==> src/rtl/hamming_dec_arbiter.sv <==
// Two-requester Hamming(12,8) SEC decoder with a shared datapath.
// Round-robin grant, three-state sequencer (IDLE -> DEC -> HOLD), results
// tagged with requester ID, and saturating per-requester corrected-error
// counters.
module hamming_dec_arbiter #(
    parameter int CNT_W = 8
) (
    input  logic             clk,
    input  logic             rst,
    input  logic [1:0]       in_valid,
    input  logic [11:0]      in_data0,
    input  logic [11:0]      in_data1,
    output logic [1:0]       in_ready,
    output logic             out_valid,
    input  logic             out_ready,
    output logic             out_id,
    output logic [7:0]       out_data,
    output logic             out_corr,
    output logic             out_unc,
    input  logic             clr_cnt,
    output logic [CNT_W-1:0] corr_cnt0,
    output logic [CNT_W-1:0] corr_cnt1
);

    typedef enum logic [1:0] {
        ST_IDLE = 2'd0,
        ST_DEC  = 2'd1,
        ST_HOLD = 2'd2
    } state_t;

    localparam logic [CNT_W-1:0] CNT_MAX = {CNT_W{1'b1}};
    localparam logic [CNT_W-1:0] CNT_ONE = {{(CNT_W-1){1'b0}}, 1'b1};

    // Syndrome {p3,p2,p1,p0}; a non-zero value 1..12 is the 1-based position
    // of the flipped bit.
    function automatic logic [3:0] calc_syndrome(input logic [11:0] cw);
        logic [3:0] s;
        s[3] = ^cw[11:7];
        s[2] = cw[3] ^ cw[4] ^ cw[5] ^ cw[6] ^ cw[11];
        s[1] = cw[1] ^ cw[2] ^ cw[5] ^ cw[6] ^ cw[9] ^ cw[10];
        s[0] = cw[0] ^ cw[2] ^ cw[4] ^ cw[6] ^ cw[8] ^ cw[10];
        return s;
    endfunction

    // Data bits sit at the non-power-of-two positions.
    function automatic logic [7:0] extract_data(input logic [11:0] cw);
        return {cw[11:8], cw[6:4], cw[2]};
    endfunction

    state_t             state_r;
    state_t             next_state_s;
    logic               rr_ptr_r;
    logic [11:0]        cw_r;
    logic               id_r;
    logic               grant_s;
    logic               take_s;
    logic [1:0]         in_ready_s;
    logic [11:0]        sel_data_s;
    logic [3:0]         syn_s;
    logic [11:0]        flip_mask_s;
    logic               corr_s;
    logic               unc_s;
    logic               out_hs_s;
    logic               inc_s;
    logic               out_valid_r;
    logic               out_id_r;
    logic [7:0]         out_data_r;
    logic               out_corr_r;
    logic               out_unc_r;
    logic [CNT_W-1:0]   cnt0_r;
    logic [CNT_W-1:0]   cnt1_r;

    // Round-robin grant: pointer wins if it is requesting, otherwise the other side.
    always_comb begin
        grant_s    = rr_ptr_r;
        sel_data_s = in_data0;
        if (in_valid[rr_ptr_r]) begin
            grant_s = rr_ptr_r;
        end else begin
            grant_s = ~rr_ptr_r;
        end
        if (grant_s) begin
            sel_data_s = in_data1;
        end else begin
            sel_data_s = in_data0;
        end
    end

    // Next-state logic and the combinational ready/handshake strobes.
    always_comb begin
        next_state_s = state_r;
        in_ready_s   = 2'b00;
        take_s       = 1'b0;
        out_hs_s     = 1'b0;
        case (state_r)
            ST_IDLE: begin
                if (|in_valid) begin
                    in_ready_s[grant_s] = 1'b1;
                    take_s              = 1'b1;
                    next_state_s        = ST_DEC;
                end else begin
                    next_state_s = ST_IDLE;
                end
            end
            ST_DEC: begin
                next_state_s = ST_HOLD;
            end
            ST_HOLD: begin
                if (out_ready) begin
                    out_hs_s     = 1'b1;
                    next_state_s = ST_IDLE;
                end else begin
                    next_state_s = ST_HOLD;
                end
            end
            default: begin
                next_state_s = ST_IDLE;
            end
        endcase
    end

    // Syndrome decode of the captured word into a correction mask and flags.
    always_comb begin
        syn_s       = calc_syndrome(cw_r);
        flip_mask_s = 12'h000;
        corr_s      = 1'b0;
        unc_s       = 1'b0;
        if (syn_s == 4'd0) begin
            flip_mask_s = 12'h000;
        end else if (syn_s <= 4'd12) begin
            flip_mask_s = 12'h001 << (syn_s - 4'd1);
            corr_s      = 1'b1;
        end else begin
            unc_s = 1'b1;
        end
    end

    assign inc_s    = out_hs_s & out_corr_r;
    // Ready is forced low while reset is asserted so nothing looks granted.
    assign in_ready = rst ? in_ready_s : 2'b00;

    // FSM state register.
    always_ff @(posedge clk or negedge rst) begin
        if (!rst) begin
            state_r <= ST_IDLE;
        end else begin
            state_r <= next_state_s;
        end
    end

    // Input capture and round-robin pointer update on an accepted request.
    always_ff @(posedge clk or negedge rst) begin
        if (!rst) begin
            cw_r     <= 12'h000;
            id_r     <= 1'b0;
            rr_ptr_r <= 1'b0;
        end else if (take_s) begin
            cw_r     <= sel_data_s;
            id_r     <= grant_s;
            rr_ptr_r <= ~grant_s;
        end else begin
            cw_r     <= cw_r;
            id_r     <= id_r;
            rr_ptr_r <= rr_ptr_r;
        end
    end

    // Result registers: loaded in DEC, held through HOLD, valid dropped on handshake.
    always_ff @(posedge clk or negedge rst) begin
        if (!rst) begin
            out_valid_r <= 1'b0;
            out_id_r    <= 1'b0;
            out_data_r  <= 8'h00;
            out_corr_r  <= 1'b0;
            out_unc_r   <= 1'b0;
        end else if (state_r == ST_DEC) begin
            out_valid_r <= 1'b1;
            out_id_r    <= id_r;
            out_data_r  <= extract_data(cw_r ^ flip_mask_s);
            out_corr_r  <= corr_s;
            out_unc_r   <= unc_s;
        end else if (out_hs_s) begin
            out_valid_r <= 1'b0;
        end else begin
            out_valid_r <= out_valid_r;
        end
    end

    // Saturating corrected-error counters; clear has priority over increment.
    always_ff @(posedge clk or negedge rst) begin
        if (!rst) begin
            cnt0_r <= {CNT_W{1'b0}};
            cnt1_r <= {CNT_W{1'b0}};
        end else if (clr_cnt) begin
            cnt0_r <= {CNT_W{1'b0}};
            cnt1_r <= {CNT_W{1'b0}};
        end else if (inc_s) begin
            if (!out_id_r && (cnt0_r != CNT_MAX)) begin
                cnt0_r <= cnt0_r + CNT_ONE;
            end else if (out_id_r && (cnt1_r != CNT_MAX)) begin
                cnt1_r <= cnt1_r + CNT_ONE;
            end else begin
                cnt0_r <= cnt0_r;
                cnt1_r <= cnt1_r;
            end
        end else begin
            cnt0_r <= cnt0_r;
            cnt1_r <= cnt1_r;
        end
    end

    assign out_valid = out_valid_r;
    assign out_id    = out_id_r;
    assign out_data  = out_data_r;
    assign out_corr  = out_corr_r;
    assign out_unc   = out_unc_r;
    assign corr_cnt0 = cnt0_r;
    assign corr_cnt1 = cnt1_r;

endmodule
==> config.mk <==
export PLATFORM = sky130hd
export DESIGN_NAME = hamming_dec_arbiter
export DESIGN_NICKNAME = d
export VERILOG_FILES = /design/src/rtl/hamming_dec_arbiter.sv
export SDC_FILE = /design/constraint.sdc
export NUM_CORES = 1
export LEC_CHECK = 0
export BUFFER_PORTS_ARGS = -buffer_cell sky130_fd_sc_hd__buf_2
export CAP_MARGIN = 20
export CORE_ASPECT_RATIO = 1.2
export CORE_MARGIN = 5
export CORE_UTILIZATION = 58
export DETAILED_ROUTE_END_ITERATION = 16
export GPL_TIMING_DRIVEN = 0
export PLACE_DENSITY = 0.85
export SLEW_MARGIN = 20
export SYNTH_ARGS = -nofsm -noshare
export SYNTH_HDL_FRONTEND = slang
export SYNTH_SLANG_ARGS = --single-unit
==> constraint.sdc <==
create_clock -name clk -period 5.2 [get_ports clk]
set_input_delay 1.56 -clock clk [delete_from_list [all_inputs] [get_ports clk]]
set_output_delay 1.56 -clock clk [all_outputs]
set_load 0.02 [all_outputs]
==> results.sh <==
export IMPL_ys_seq_area_share_pct=43.9
export IMPL_final_area_um2=2980
export IMPL_slew_headroom_pct=43.6
export IMPL_syn_area_um2=2510
export IMPL_numCtsBuffers=5
export IMPL_min_period_over_period_pct=88.7
export IMPL_cts_hold_fix_buffers=0
export IMPL_synth_warnings=0
export IMPL_ir_drop_mv=0.698
export IMPL_start_kind="input pin"
export IMPL_cts_resized=0
export IMPL_setup_viol=0
export IMPL_die_x_um=70.0
export IMPL_insertion_delay_ps=300
export IMPL_cts_max_level=2
export IMPL_die_area_um2=5740
export IMPL_synthCells=241
export IMPL_clk_root_buffer_cell="clkbuf_8"
export IMPL_rsz0062_at_grt="false"
export IMPL_rows=26
export IMPL_combPwrFrac_pct=63.9
export IMPL_hp_class="reg2reg"
export IMPL_worstHoldPathCells=2
export IMPL_grt_max_degree=47
export IMPL_clkTransAtPathRegs_ps=80
export IMPL_worst_clock_skew_ps=6.04
export IMPL_diodes=0
export IMPL_regToRegStartpoint="cw_r[8]"
export IMPL_finalCriticalPeriod_ps=4610
export IMPL_firstDrtPassIters=4
export IMPL_arrival_ps=3050
export IMPL_async_flop_share_pct=100
export IMPL_synth_fp_nets=273
export IMPL_power_leakage_uw=0.00139
export IMPL_ys_types=43
export IMPL_final_cell_mix="58 x buf_2, 44 x dfrtp_1, 24 x nor2_1, 24 x a21oi_1, 20 x nand2_1"
export IMPL_drt_total_wl_um=5760
export IMPL_critical_path_required_ps=3640
export IMPL_cts_sinks=44
export IMPL_antenna_found_initial=0
export IMPL_r2r_cells=4
export IMPL_endpoint_kind="output pin"
export IMPL_critPathMaxFanout=10
export IMPL_portBuffers=58
export IMPL_powerDensity_nw_per_um2=778
export IMPL_worstMarginPinSlew_ps=822
export IMPL_grt_overflow_total=0
export IMPL_place_gp_congestion=0.886
export IMPL_ys_ff_latch=44
export IMPL_viasPerCell=5.83
export IMPL_p_int_uw=1160
export IMPL_fp_dieH_um=82.0
export IMPL_slew_violations=0
export IMPL_cap_violations=0
export IMPL_setup_tns_ps=0
export IMPL_drive_above_1_share_pct=25.7
export IMPL_grtUsageTotal_pct=21.3
export IMPL_core_area_um2=4230
export IMPL_hp_start="out_data[5]"
export IMPL_vias=2118
export IMPL_fmax_ghz=0.217
export IMPL_first_global_vias=2146
export IMPL_seqPwrFrac_pct=24.8
export IMPL_cts_tree="built"
export IMPL_clkPwrFrac_pct=11.3
export IMPL_synth_ff_type="dfrtp_1"
export IMPL_hold_end="out_data[5]"
export IMPL_cts_buffer_depth=2
export IMPL_drcViolationCount=0
export IMPL_fin_nets=338
export IMPL_final_util_pct=70.4
export IMPL_syn_area_per_cell_um2=10.4
export IMPL_grt_pass1_wl_um=9720
export IMPL_antenna_left=0
export IMPL_avgRoutedWirePerCell_um=15.9
export IMPL_initial_utilization_pct=59.3
export IMPL_rrSetupSlack_ps=3000
export IMPL_status="finished, final reports clean"
export IMPL_crit_type="in2out"
export IMPL_dpl_cell_area_um2=2870
export IMPL_switching_power_uw=1160
export IMPL_io_pin_count=60
export IMPL_post_cts_buffers=0
export IMPL_r2r_end="out_data[6]"
export IMPL_drtIter0Drc=93
export IMPL_dp_hpwl_um=4180
export IMPL_layout_cells_most_common="buf_2"
export IMPL_hold_viol_final=0
export IMPL_switching_share_pct=50.0
export IMPL_area_growth_syn_to_layout_pct=18.8
export IMPL_synth_edf_count=0
==> layer usage <==
metal | routed length [um] | global-route usage [%] | vias up
met1 | 2270 | 24.0 | 1019
met2 | 3000 | 38.9 | 73
li1 | - | - | 1018
met4 | 108 | 9.00 | 0
met3 | 378 | 4.65 | 8
met5 | 0 | 0 | -
==> cell families (layout without fill, tap and decap cells) <==
kind of cell,Yosys count,after routing,share of synthesized area (%)
adder cells (fa/ha/maj),2,2,0.998
AND/OR/NAND/NOR,85,85,17.0
XOR/XNOR,19,19,12.6
multiplexers,18,18,7.29
AO/OA/AOI/OAI,58,58,15.9
buffers and inverters,15,81,2.30
flip-flops,44,44,43.9
==> synthesized netlist by cell type, types with 5 or more instances <==
| cell type | n | share of area [%] |
|---|---|---|
| nand3_1 | 7 | 1.4 |
| nand2_1 | 20 | 3.0 |
| clkbuf_1 | 8 | 1.2 |
| nand4_1 | 5 | 1.2 |
| nor2_1 | 24 | 3.6 |
| o21ai_0 | 7 | 1.4 |
| xnor2_1 | 5 | 1.7 |
| o211ai_1 | 5 | 1.5 |
| a21oi_1 | 24 | 4.8 |
| a41o_1 | 5 | 2.0 |
| inv_1 | 5 | 0.75 |
| dfrtp_1 | 44 | 44 |
| or3_1 | 5 | 1.2 |
| mux2i_1 | 16 | 6.4 |
| nor4_1 | 5 | 1.2 |
| nand2b_1 | 6 | 1.5 |
==> flip-flops by register name, indices dropped and copies added, names as in the netlist, 2 cells and up <==
| name | cells |
|---|---|
| state_r | 2 |
| corr_cnt1 | 8 |
| out_data | 8 |
| corr_cnt0 | 8 |
| cw_r | 12 |
==> critical path: stages <==
cell and delay (ps):
buf_2 110, mux2i_1 650, buf_2 390, and3_1 190
buf_2 160
==> how the worst max path moves through the flow <==
stage | from | end | slack, ps | cells after the start
finish | in_valid[1] | in_ready[0] | 590 | 5
global route | in_valid[1] | in_ready[0] | 490 | 5
CTS | in_valid[1] | in_ready[0] | 560 | 5
detailed placement | in_valid[1] | in_ready[0] | 550 | 5
global placement | in_valid[1] | in_ready[0] | 600 | 5
floorplan | in_valid[1] | in_ready[0] | 910 | 3
==> area by class of cell <==
class                           instances  area [um^2]
Clock buffer                            6         72.6
Fill cell                             349         1250
Multi-Input combinational cell        182         1350
Timing Repair Buffer                   58          293
Clock inverter                          2         35.0
Inverter                                5         18.8
Buffer                                 10         38.8
Sequential cell                        44         1100
Tap cell                               56         70.1
==> through the flow <==
step	hold WS (ps)	std cells	power, uW	setup slack [ps]
after floorplan	484	241	1700	914
after global placement	487	355	1990	596
after detailed placement	484	355	2030	553
after CTS	502	363	2310	563
after global routing	536	363	2460	487
final	504	363	2320	585
==> power groups by stage <==
stage          clock network (uW)  registers, uW  logic [uW]
2_1_floorplan                   0            604        1100
3_3_place_gp                    0            573        1410
3_5_place_dp                    0            577        1460
4_1_cts                       266            571        1470
5_1_grt                       283            589        1590
6_report                      262            573        1480
No activity file was read; power rests on OpenSTA's default activity.
